`src/rtl/clk_div_mon_pkg.sv`:
```
// clk_div_mon_pkg: shared types and helpers for the divided-clock monitor.
package clk_div_mon_pkg;

    typedef enum logic [1:0] {
        IDLE   = 2'd0,
        ACQ    = 2'd1,
        LOCKED = 2'd2
    } mon_state_t;

    // Width of the match counter: must hold values 0..lock_cnt.
    function automatic int mcnt_width(input int lock_cnt);
        int w;
        w = $clog2(lock_cnt + 1);
        return (w < 1) ? 1 : w;
    endfunction

endpackage

```
`src/rtl/clk_div_mon_edge.sv`:
```
// clk_div_mon_edge: optional input synchroniser and rising-edge detector.
// With CLK_DIV_MON_SYNC_IN_EN defined, div_in passes through a 2-flop
// synchroniser first (two extra cycles of latency); otherwise div_in
// must already be glitch-free and synchronous to clk.
module clk_div_mon_edge (
    input  logic clk,
    input  logic rst_n,
    input  logic div_in,
    output logic div_s,
    output logic rise
);

    logic div_prev;

`ifdef CLK_DIV_MON_SYNC_IN_EN
    logic sync1;
    logic sync2;

    // Two-stage synchroniser for an asynchronous divided clock.
    always_ff @(posedge clk or negedge rst_n) begin
        if (!rst_n) begin
            sync1 <= 1'b0;
            sync2 <= 1'b0;
        end else begin
            sync1 <= div_in;
            sync2 <= sync1;
        end
    end

    assign div_s = sync2;
`else
    assign div_s = div_in;
`endif

    // Previous sample of the (possibly synchronised) input for edge detect.
    always_ff @(posedge clk or negedge rst_n) begin
        if (!rst_n) div_prev <= 1'b0;
        else        div_prev <= div_s;
    end

    assign rise = div_s & ~div_prev;

endmodule

```
`src/rtl/clk_div_monitor.sv`:
```
// clk_div_monitor: measures period and high time of a divided clock in
// clk cycles, declares lock after LOCK_CNT matching periods and flags
// period, duty and activity-loss errors.
// Optional build macro: CLK_DIV_MON_SYNC_IN_EN (input synchroniser).
//
//   state  | meaning
//   -------+-----------------------------------------------------------
//   IDLE   | waiting for first rise; that period is partial, not measured
//   ACQ    | measuring, counting consecutive matching periods in mcnt
//   LOCKED | LOCK_CNT consecutive matches seen; locked asserted
module clk_div_monitor
    import clk_div_mon_pkg::*;
#(
    parameter int DIV_N       = 3,
    parameter int EXP_HIGH    = 2,
    parameter int CW          = 8,
    parameter int LOCK_CNT    = 4,
    parameter int TIMEOUT_CYC = 64
) (
    input  logic          clk,
    input  logic          rst_n,
    input  logic          div_in,
    input  logic          clr,
    output logic [CW-1:0] meas_period,
    output logic [CW-1:0] meas_high,
    output logic          meas_valid,
    output logic          locked,
    output logic          err_period,
    output logic          err_duty,
    output logic          timeout
);

    localparam int            MW        = mcnt_width(LOCK_CNT);
    localparam logic [CW-1:0] CNT_MAX   = '1;
    localparam logic [CW-1:0] DIV_N_C   = CW'(DIV_N);
    localparam logic [CW-1:0] EXP_HI_C  = CW'(EXP_HIGH);
    localparam logic [CW-1:0] TMO_C     = CW'(TIMEOUT_CYC);
    localparam logic [MW-1:0] LOCK_C    = MW'(LOCK_CNT);

    logic          div_s;
    logic          rise;
    logic [CW-1:0] pcnt;
    logic [CW-1:0] hcnt;
    logic [MW-1:0] mcnt;
    logic [MW-1:0] mcnt_nxt;
    mon_state_t    state;
    mon_state_t    state_nxt;
    logic          match;
    logic          tmo_hit;
    logic          mv_nxt;
    logic          ep_nxt;
    logic          ed_nxt;
    logic          to_nxt;

    clk_div_mon_edge u_edge (
        .clk    (clk),
        .rst_n  (rst_n),
        .div_in (div_in),
        .div_s  (div_s),
        .rise   (rise)
    );

    assign match   = (pcnt == DIV_N_C) && (hcnt == EXP_HI_C);
    assign tmo_hit = (pcnt == TMO_C) && !rise;

    // Period and high-time counters, restarted on every rise, saturating.
    always_ff @(posedge clk or negedge rst_n) begin
        if (!rst_n) begin
            pcnt <= '0;
            hcnt <= '0;
        end else if (clr) begin
            pcnt <= '0;
            hcnt <= '0;
        end else if (rise) begin
            pcnt <= CW'(1);
            hcnt <= CW'(1);
        end else begin
            if (pcnt != CNT_MAX)          pcnt <= pcnt + 1'b1;
            if (div_s && hcnt != CNT_MAX) hcnt <= hcnt + 1'b1;
        end
    end

    // Next-state, match counter and pulse decode; clr overrides everything.
    always_comb begin
        state_nxt = state;
        mcnt_nxt  = mcnt;
        mv_nxt    = 1'b0;
        ep_nxt    = 1'b0;
        ed_nxt    = 1'b0;
        to_nxt    = 1'b0;
        if (clr) begin
            state_nxt = IDLE;
            mcnt_nxt  = '0;
        end else begin
            case (state)
                IDLE: begin
                    if (rise) state_nxt = ACQ;
                end
                ACQ, LOCKED: begin
                    if (rise) begin
                        mv_nxt = 1'b1;
                        if (match) begin
                            if (state == ACQ) begin
                                mcnt_nxt = mcnt + 1'b1;
                                if (mcnt + 1'b1 == LOCK_C) state_nxt = LOCKED;
                            end
                        end else begin
                            ep_nxt    = (pcnt != DIV_N_C);
                            ed_nxt    = (pcnt == DIV_N_C);
                            state_nxt = ACQ;
                            mcnt_nxt  = '0;
                        end
                    end else if (tmo_hit) begin
                        to_nxt    = 1'b1;
                        state_nxt = IDLE;
                        mcnt_nxt  = '0;
                    end
                end
                default: begin
                    state_nxt = IDLE;
                    mcnt_nxt  = '0;
                end
            endcase
        end
    end

    // State, match counter and registered outputs.
    always_ff @(posedge clk or negedge rst_n) begin
        if (!rst_n) begin
            state       <= IDLE;
            mcnt        <= '0;
            meas_period <= '0;
            meas_high   <= '0;
            meas_valid  <= 1'b0;
            locked      <= 1'b0;
            err_period  <= 1'b0;
            err_duty    <= 1'b0;
            timeout     <= 1'b0;
        end else begin
            state      <= state_nxt;
            mcnt       <= mcnt_nxt;
            meas_valid <= mv_nxt;
            locked     <= (state_nxt == LOCKED);
            err_period <= ep_nxt;
            err_duty   <= ed_nxt;
            timeout    <= to_nxt;
            if (mv_nxt) begin
                meas_period <= pcnt;
                meas_high   <= hcnt;
            end
        end
    end

endmodule

```
`config.mk`:
```
export PLATFORM = sky130hd
export DESIGN_NAME = clk_div_monitor
export DESIGN_NICKNAME = d
export VERILOG_FILES = /design/src/rtl/clk_div_mon_pkg.sv /design/src/rtl/clk_div_mon_edge.sv /design/src/rtl/clk_div_monitor.sv
export SDC_FILE = /design/constraint.sdc
export NUM_CORES = 1
export LEC_CHECK = 0
export ABC_CLOCK_PERIOD_IN_PS = 3950
export BUFFER_PORTS_ARGS = -buffer_cell sky130_fd_sc_hd__buf_2
export CORE_ASPECT_RATIO = 1.25
export CORE_UTILIZATION = 55
export DETAILED_ROUTE_END_ITERATION = 10
export MAX_ROUTING_LAYER = met4
export PLACE_DENSITY = 0.8
export SYNTH_ARGS = -nofsm -noshare
export SYNTH_HDL_FRONTEND = slang
export SYNTH_SLANG_ARGS = --single-unit
```
`constraint.sdc`:
```
create_clock -name clk -period 3.95 [get_ports clk]
set_clock_uncertainty 0.1 [all_clocks]
set_input_delay 0.395 -clock clk [delete_from_list [all_inputs] [get_ports clk]]
set_output_delay 0.395 -clock clk [all_outputs]
set_load 0.005 [all_outputs]
```
### After elaboration in Yosys (flattened, before gate mapping)

Index checks and enable logic that the tools add are counted.

* register bits after elaboration: 43
* bits of input ports: 4
* output and inout bits: 21
* logic and storage cells: 74

* $add $sub $neg: 3
* eq/ne operators: 13
* multiplexer cells: 35
* bitwise gates (word level): 2
* reduce and logical (&&, ||, !) cells: 9

Operator list (count)
* 8-bit 2-to-1 mux: 6
* 8-bit by 1-bit adder with 8-bit output (second input constant): 2
* 8-bit by 2-bit equality test with 1-bit output (second input constant): 2
* 8-bit != test (second input constant): 2
* 1-bit 2-to-1 mux: 15
* 3-bit 2-to-1 mux: 5
* 2-bit 2-to-1 mux: 7
* 8-bit by 7-bit equality test with 1-bit output (second input constant): 1
* 8-bit by 2-bit != test with 1-bit output (second input constant): 1
* 3-bit one-hot mux with 2 select lines: 1
* 3-bit nonzero test: 2
* 5-bit != test (second input constant): 1
* 2-bit equality test (second input constant): 2
* 4-bit != test (second input constant): 1
* 2-bit one-hot mux with 2 select lines: 1
* 3-bit by 1-bit adder with 3-bit output (second input constant): 1
* 3-bit equality test (second input constant): 1
* 1-bit logical AND: 3
* 3-bit AND reduction: 1
* 2-bit by 1-bit equality test with 1-bit output (second input constant): 1
* 2-bit logical NOT: 1
* 2-bit != test (second input constant): 1
* 2-bit OR reduction: 1
* 1-bit bitwise AND: 1
* 2 further kinds: 2

### Logic depth before layout (Yosys ltp)

* depth in word-level cells: 9
* gate-level depth with buffers: 7

### Cells and area by module

A second synthesis with hierarchy kept.

* cells, all modules: 188
* area, all modules: 2064.5 um^2

Modules (own cells, without submodules)
* clk_div_monitor: times used 1, cells an instance 185, area each 2018.2 um^2, sequential area each 1051.0 um^2
* clk_div_mon_edge: times used 1, cells an instance 3, area each 46.3 um^2, sequential area each 25.0 um^2

### Worst setup path before layout

OpenSTA, ideal clock, no wires.

* path type: reg2reg
* start: register state[0]
* end: register meas_high[0]
* library setup time: 0.125 ns
* arrival: 1.635 ns
* data required time: 3.725 ns
* setup slack: 2.090 ns
* stages on the path, launching flop included: 7
* cells stage by stage: dfrtp_1 -> inv_1 -> ha_1 -> nor4bb_1 -> buf_2 -> buf_4 -> mux2_2

* longest elaborated chain between the ends: 4

RTL lines
* start: declaration: line clk_div_monitor.sv:46 `mon_state_t state;`
* start signal: assignment: line clk_div_monitor.sv:140 `state <= state_nxt;`
* 2-bit by 1-bit equality test with 1-bit output or 2-bit equality test (tied branches): line clk_div_monitor.sv:95 `case (state)`
* 2-bit OR reduction (*): line clk_div_monitor.sv:95
* 1-bit 2-to-1 mux (*): line clk_div_monitor.sv:95
* 1-bit 2-to-1 mux (*): line clk_div_monitor.sv:91 `if (clr) begin`
* end signal: assignment: line clk_div_monitor.sv:149 `meas_high <= hcnt;`
* end: declaration: line clk_div_monitor.sv:25 `output logic [CW-1:0] meas_high,`

Every way passes the cells marked *; elsewhere a longest branch is shown, timed or not.
A chain may end at the register's enable or synchronous reset.

### Worst setup path after layout

* start: register state[1]
* end: register meas_period[7]

* longest elaborated chain between the ends: 4

RTL lines
* 2-bit by 1-bit equality test with 1-bit output or 2-bit equality test (tied branches): line clk_div_monitor.sv:95
* 2-bit OR reduction (*): line clk_div_monitor.sv:95
* 1-bit 2-to-1 mux (*): line clk_div_monitor.sv:95
* 1-bit 2-to-1 mux (*): line clk_div_monitor.sv:91
* end signal: assignment: line clk_div_monitor.sv:148 `meas_period <= pcnt;`
* end: declaration: line clk_div_monitor.sv:24 `output logic [CW-1:0] meas_period,`

Marks and branches as above.

==> qor.csv <==
metric,value,unit
path_cells,inv_1 -> ha_1 -> nor4bb_4 -> buf_4 -> mux2_2,
setup_violations,0,
synth-xor-area-share,2.01,%
synth_mux_area_share,8.73,%
sequential_standard_cell_area,1080,um^2
run_status,completed,
synth_top_family_by_area,simple AND/OR/NAND/NOR gates,
initial_antenna_violation_count,0,
antennaDiodeCount,0,
critical_path.startpoint_type,flop,
reg2reg_setup_slack,1520,ps
cts.sinks,43,
total_die_area,4220,um^2
pwr_density_cell,356,nW/um^2
final.min_clock_period,2430,ps
achievable-frequency,412,MHz
core,3780,um^2
start_util,57.6,%
power.ir.vdd_worst,0.204,mV
cts_hold_repair.buffers,0,
arrival_time_reported_for_the_critical_path_endpoint,2510,ps
drt_iter0_markers,51,
rr_worst_depth,5,
use_met2,37.0,%
finalWirelength,4.20,mm
final_design_area_no_fill,2430,um^2
setup.worst_path.end,meas_period[7],
yosys_warnings,0,
grt_pass1_vias,1570,
post-cts-setup-buffer-count,0,
cap_violations,0,
share_comb_of_total_power,9.6,%
gp_congestion,0.861,
area_fraction_in_compound_gates_after_synthesis,12.1,%
endpoint_kind,flop,
io_buffers,24,
die_height,72.4,um
clockBufferDepth,2,
synth-async-reset-ratio,100,%
power.net_switching,0.211,mW
detailroute.via_count,1585,
grt_remaining_overflow,0,
clk_pin_slew_worst_paths,80,ps
setup_repair_after_global_routing_missed_its_margin,no,
overall_global_routing_usage,23.6,%
global_route.peak_usage_layer,met2,
nFillCells,325,
worst-endpoint-required,4040,ps
timing.critical_path.buf_inv,2,
dr.pass1.iters,4,
placement.cell_area,2330,um^2
synthSimpleGateAreaFrac,18.3,%
worstReg2RegEnd,meas_period[7],
groute.layer.met3.usage,5.35,%
seq_area_frac_synth,49.4,%
share_seq_of_total_power,54.3,%
wl_per_cell,15.4,um
final_min_period_over_clock_period,61.4,%
max_stage_delay,690,ps
finish.net_count,230,
synthesis.instances,193,
htree_num_levels,2,
biggest_fanout_along_the_worst_timing_path,14,
beginning_of_the_critical_path,state[1],
clk-insertion-delay-late,300,ps
critical-path-top-delay-family,simple AND/OR/NAND/NOR gates,
worstSetupPathDepth,5,
tritoncts,done,
timing.slew.headroom,37.9,%
drv_slew,0,
critical_path.reg2reg.startpoint,state[1],
die-width,58.3,um
vias_per_cell,5.83,
clock-root-buffer,sky130_fd_sc_hd__clkbuf_8,
synth_fa_ha_area_share,5.17,%
grt_util_met1,29.9,%
synthesis.area,2180,um^2
synth_ff_type,sky130_fd_sc_hd__dfrtp_1,
syn-mean-instance-area,11.3,um^2
antenna_violating_nets_post_route,0,
synth.distinct_cells,47,
areaGrowthSynthToFinish,11.4,%
count_of_flip_flops_with_a_built_in_enable_after_synthesis,0,
post-route-drc-count,0,
path_class,reg -> reg,
synthesis.nets,206,
multi_input_area,1020,um^2
power.leakage,1.16,nW
transition_at_the_pin_with_the_smallest_max_transition_slack,932,ps
timing_hold_violations_final,0,
num_io_pins,25,
min-delay-path-class,in -> async,
power.switching_fraction,24.4,%
setup-tns-final,0,ps
grt_start_max_net_pins,44,
timing.critical_path.slowest_stage_cell,sky130_fd_sc_hd__nor4bb_4,
numCtsBuffers,5,
p_clk_share,36.1,%
ys_seq_elements,43,
drive_gt1_share,27.1,%
rows,25,
total_of_cells_resized_after_clock_tree_synthesis,0,
cell_internal_pwr,0.653,mW
global_route_wire_length_before_repair,7.34,mm
dp_hpwl,2.91,mm
-- routing by layer --
layer  vias to the layer above  wire length [um]
met3                         6               119
met5                         -                 0
li1                        754                 -
met4                         0                57
met2                        27              2090
met1                       798              1930
-- layout by cell type, fill, tap and decap left out, types with 5 or more instances in the layout --
cell type / netlist / routed
sky130_fd_sc_hd__dfrtp_1: 43 / 43
sky130_fd_sc_hd__buf_2: 2 / 24
sky130_fd_sc_hd__mux2_2: 16 / 16
sky130_fd_sc_hd__nand2_1: 13 / 13
sky130_fd_sc_hd__nor2_1: 10 / 10
sky130_fd_sc_hd__a21oi_1: 10 / 10
sky130_fd_sc_hd__inv_1: 9 / 9
sky130_fd_sc_hd__o21ai_0: 9 / 9
sky130_fd_sc_hd__nand3_1: 9 / 9
sky130_fd_sc_hd__ha_1: 9 / 9
sky130_fd_sc_hd__clkbuf_8: 0 / 7
sky130_fd_sc_hd__a31oi_1: 5 / 5
-- logic make-up (layout without fill, tap and decap cells) --
family,Yosys count,in the layout
XOR/XNOR,5,5
AO/OA/AOI/OAI,38,38
buffers and inverters,17,42
multiplexers,17,17
flip-flops,43,43
AND/OR/NAND/NOR,64,64
adder cells (fa/ha/maj),9,9
-- state kept, by name (all words and copies together) (netlist names) --
name,flops
hcnt,8
meas_high,8
meas_period,8
pcnt,8
mcnt,3
state,2
err_duty,1
err_period,1
locked,1
meas_valid,1
timeout,1
u_edge.div_prev,1
-- cells in the mapped netlist, types with 5 or more instances --
library cell              number  area, um^2
sky130_fd_sc_hd__dfrtp_1      43        1080
sky130_fd_sc_hd__mux2_2       16         180
sky130_fd_sc_hd__nand2_1      13        48.8
sky130_fd_sc_hd__a21oi_1      10        50.1
sky130_fd_sc_hd__nor2_1       10        37.5
sky130_fd_sc_hd__ha_1          9         113
sky130_fd_sc_hd__inv_1         9        33.8
sky130_fd_sc_hd__nand3_1       9        45.0
sky130_fd_sc_hd__o21ai_0       9        45.0
sky130_fd_sc_hd__a31oi_1       5        31.3
-- power by group through the flow --
stage          Clock, mW  Sequential, mW  Combinational [mW]
6_report           0.312           0.469              0.0831
5_1_grt            0.328           0.472              0.0941
4_1_cts            0.317           0.470              0.0844
3_5_place_dp           0           0.479              0.0840
3_3_place_gp           0           0.477              0.0832
2_1_floorplan          0           0.477              0.0504
-- through the flow --
step	hold WS, ps	utilization, %	cells	total power [mW]	worst slack, ps
final	125	64.1	272	0.864	1520
after global routing	200	64.1	272	0.894	1350
after CTS	171	64.1	272	0.871	1480
after detailed placement	390	61.5	264	0.563	1500
after global placement	389	61.5	264	0.561	1590
after floorplan	-0.591	-	193	0.527	2090
-- cell type report --
| class | count | area share (%) |
|---|---|---|
| inverters | 9 | 1.39 |
| flip-flops and latches | 43 | 44.3 |
| repair buffers | 25 | 5.26 |
| clock buffers | 8 | 4.12 |
| multi-input cells | 133 | 42.1 |
| well taps | 54 | 2.78 |
-- worst reg2reg max path, delay by kind of cell (launching register included) --
family	cells	cell delay [ps]
flip-flops	1	370
AND/OR/NAND/NOR	1	690
multiplexers	1	350
buffers and inverters	2	420
adder cells (fa/ha/maj)	1	380
-- worst min-delay path by stage --
stage | endpoint | from | cells past startpoint | slack [ps]
2_1_floorplan | err_duty | rst_n | 0 | -0.6
3_3_place_gp | meas_high[4] | meas_high[4] | 1 | 390
6_report | pcnt[2] | rst_n | 1 | 130
4_1_cts | err_duty | rst_n | 1 | 170
5_1_grt | u_edge.div_prev | div_in | 1 | 200
3_5_place_dp | meas_high[7] | meas_high[7] | 1 | 390
No activity file was read; power rests on OpenSTA's default activity.
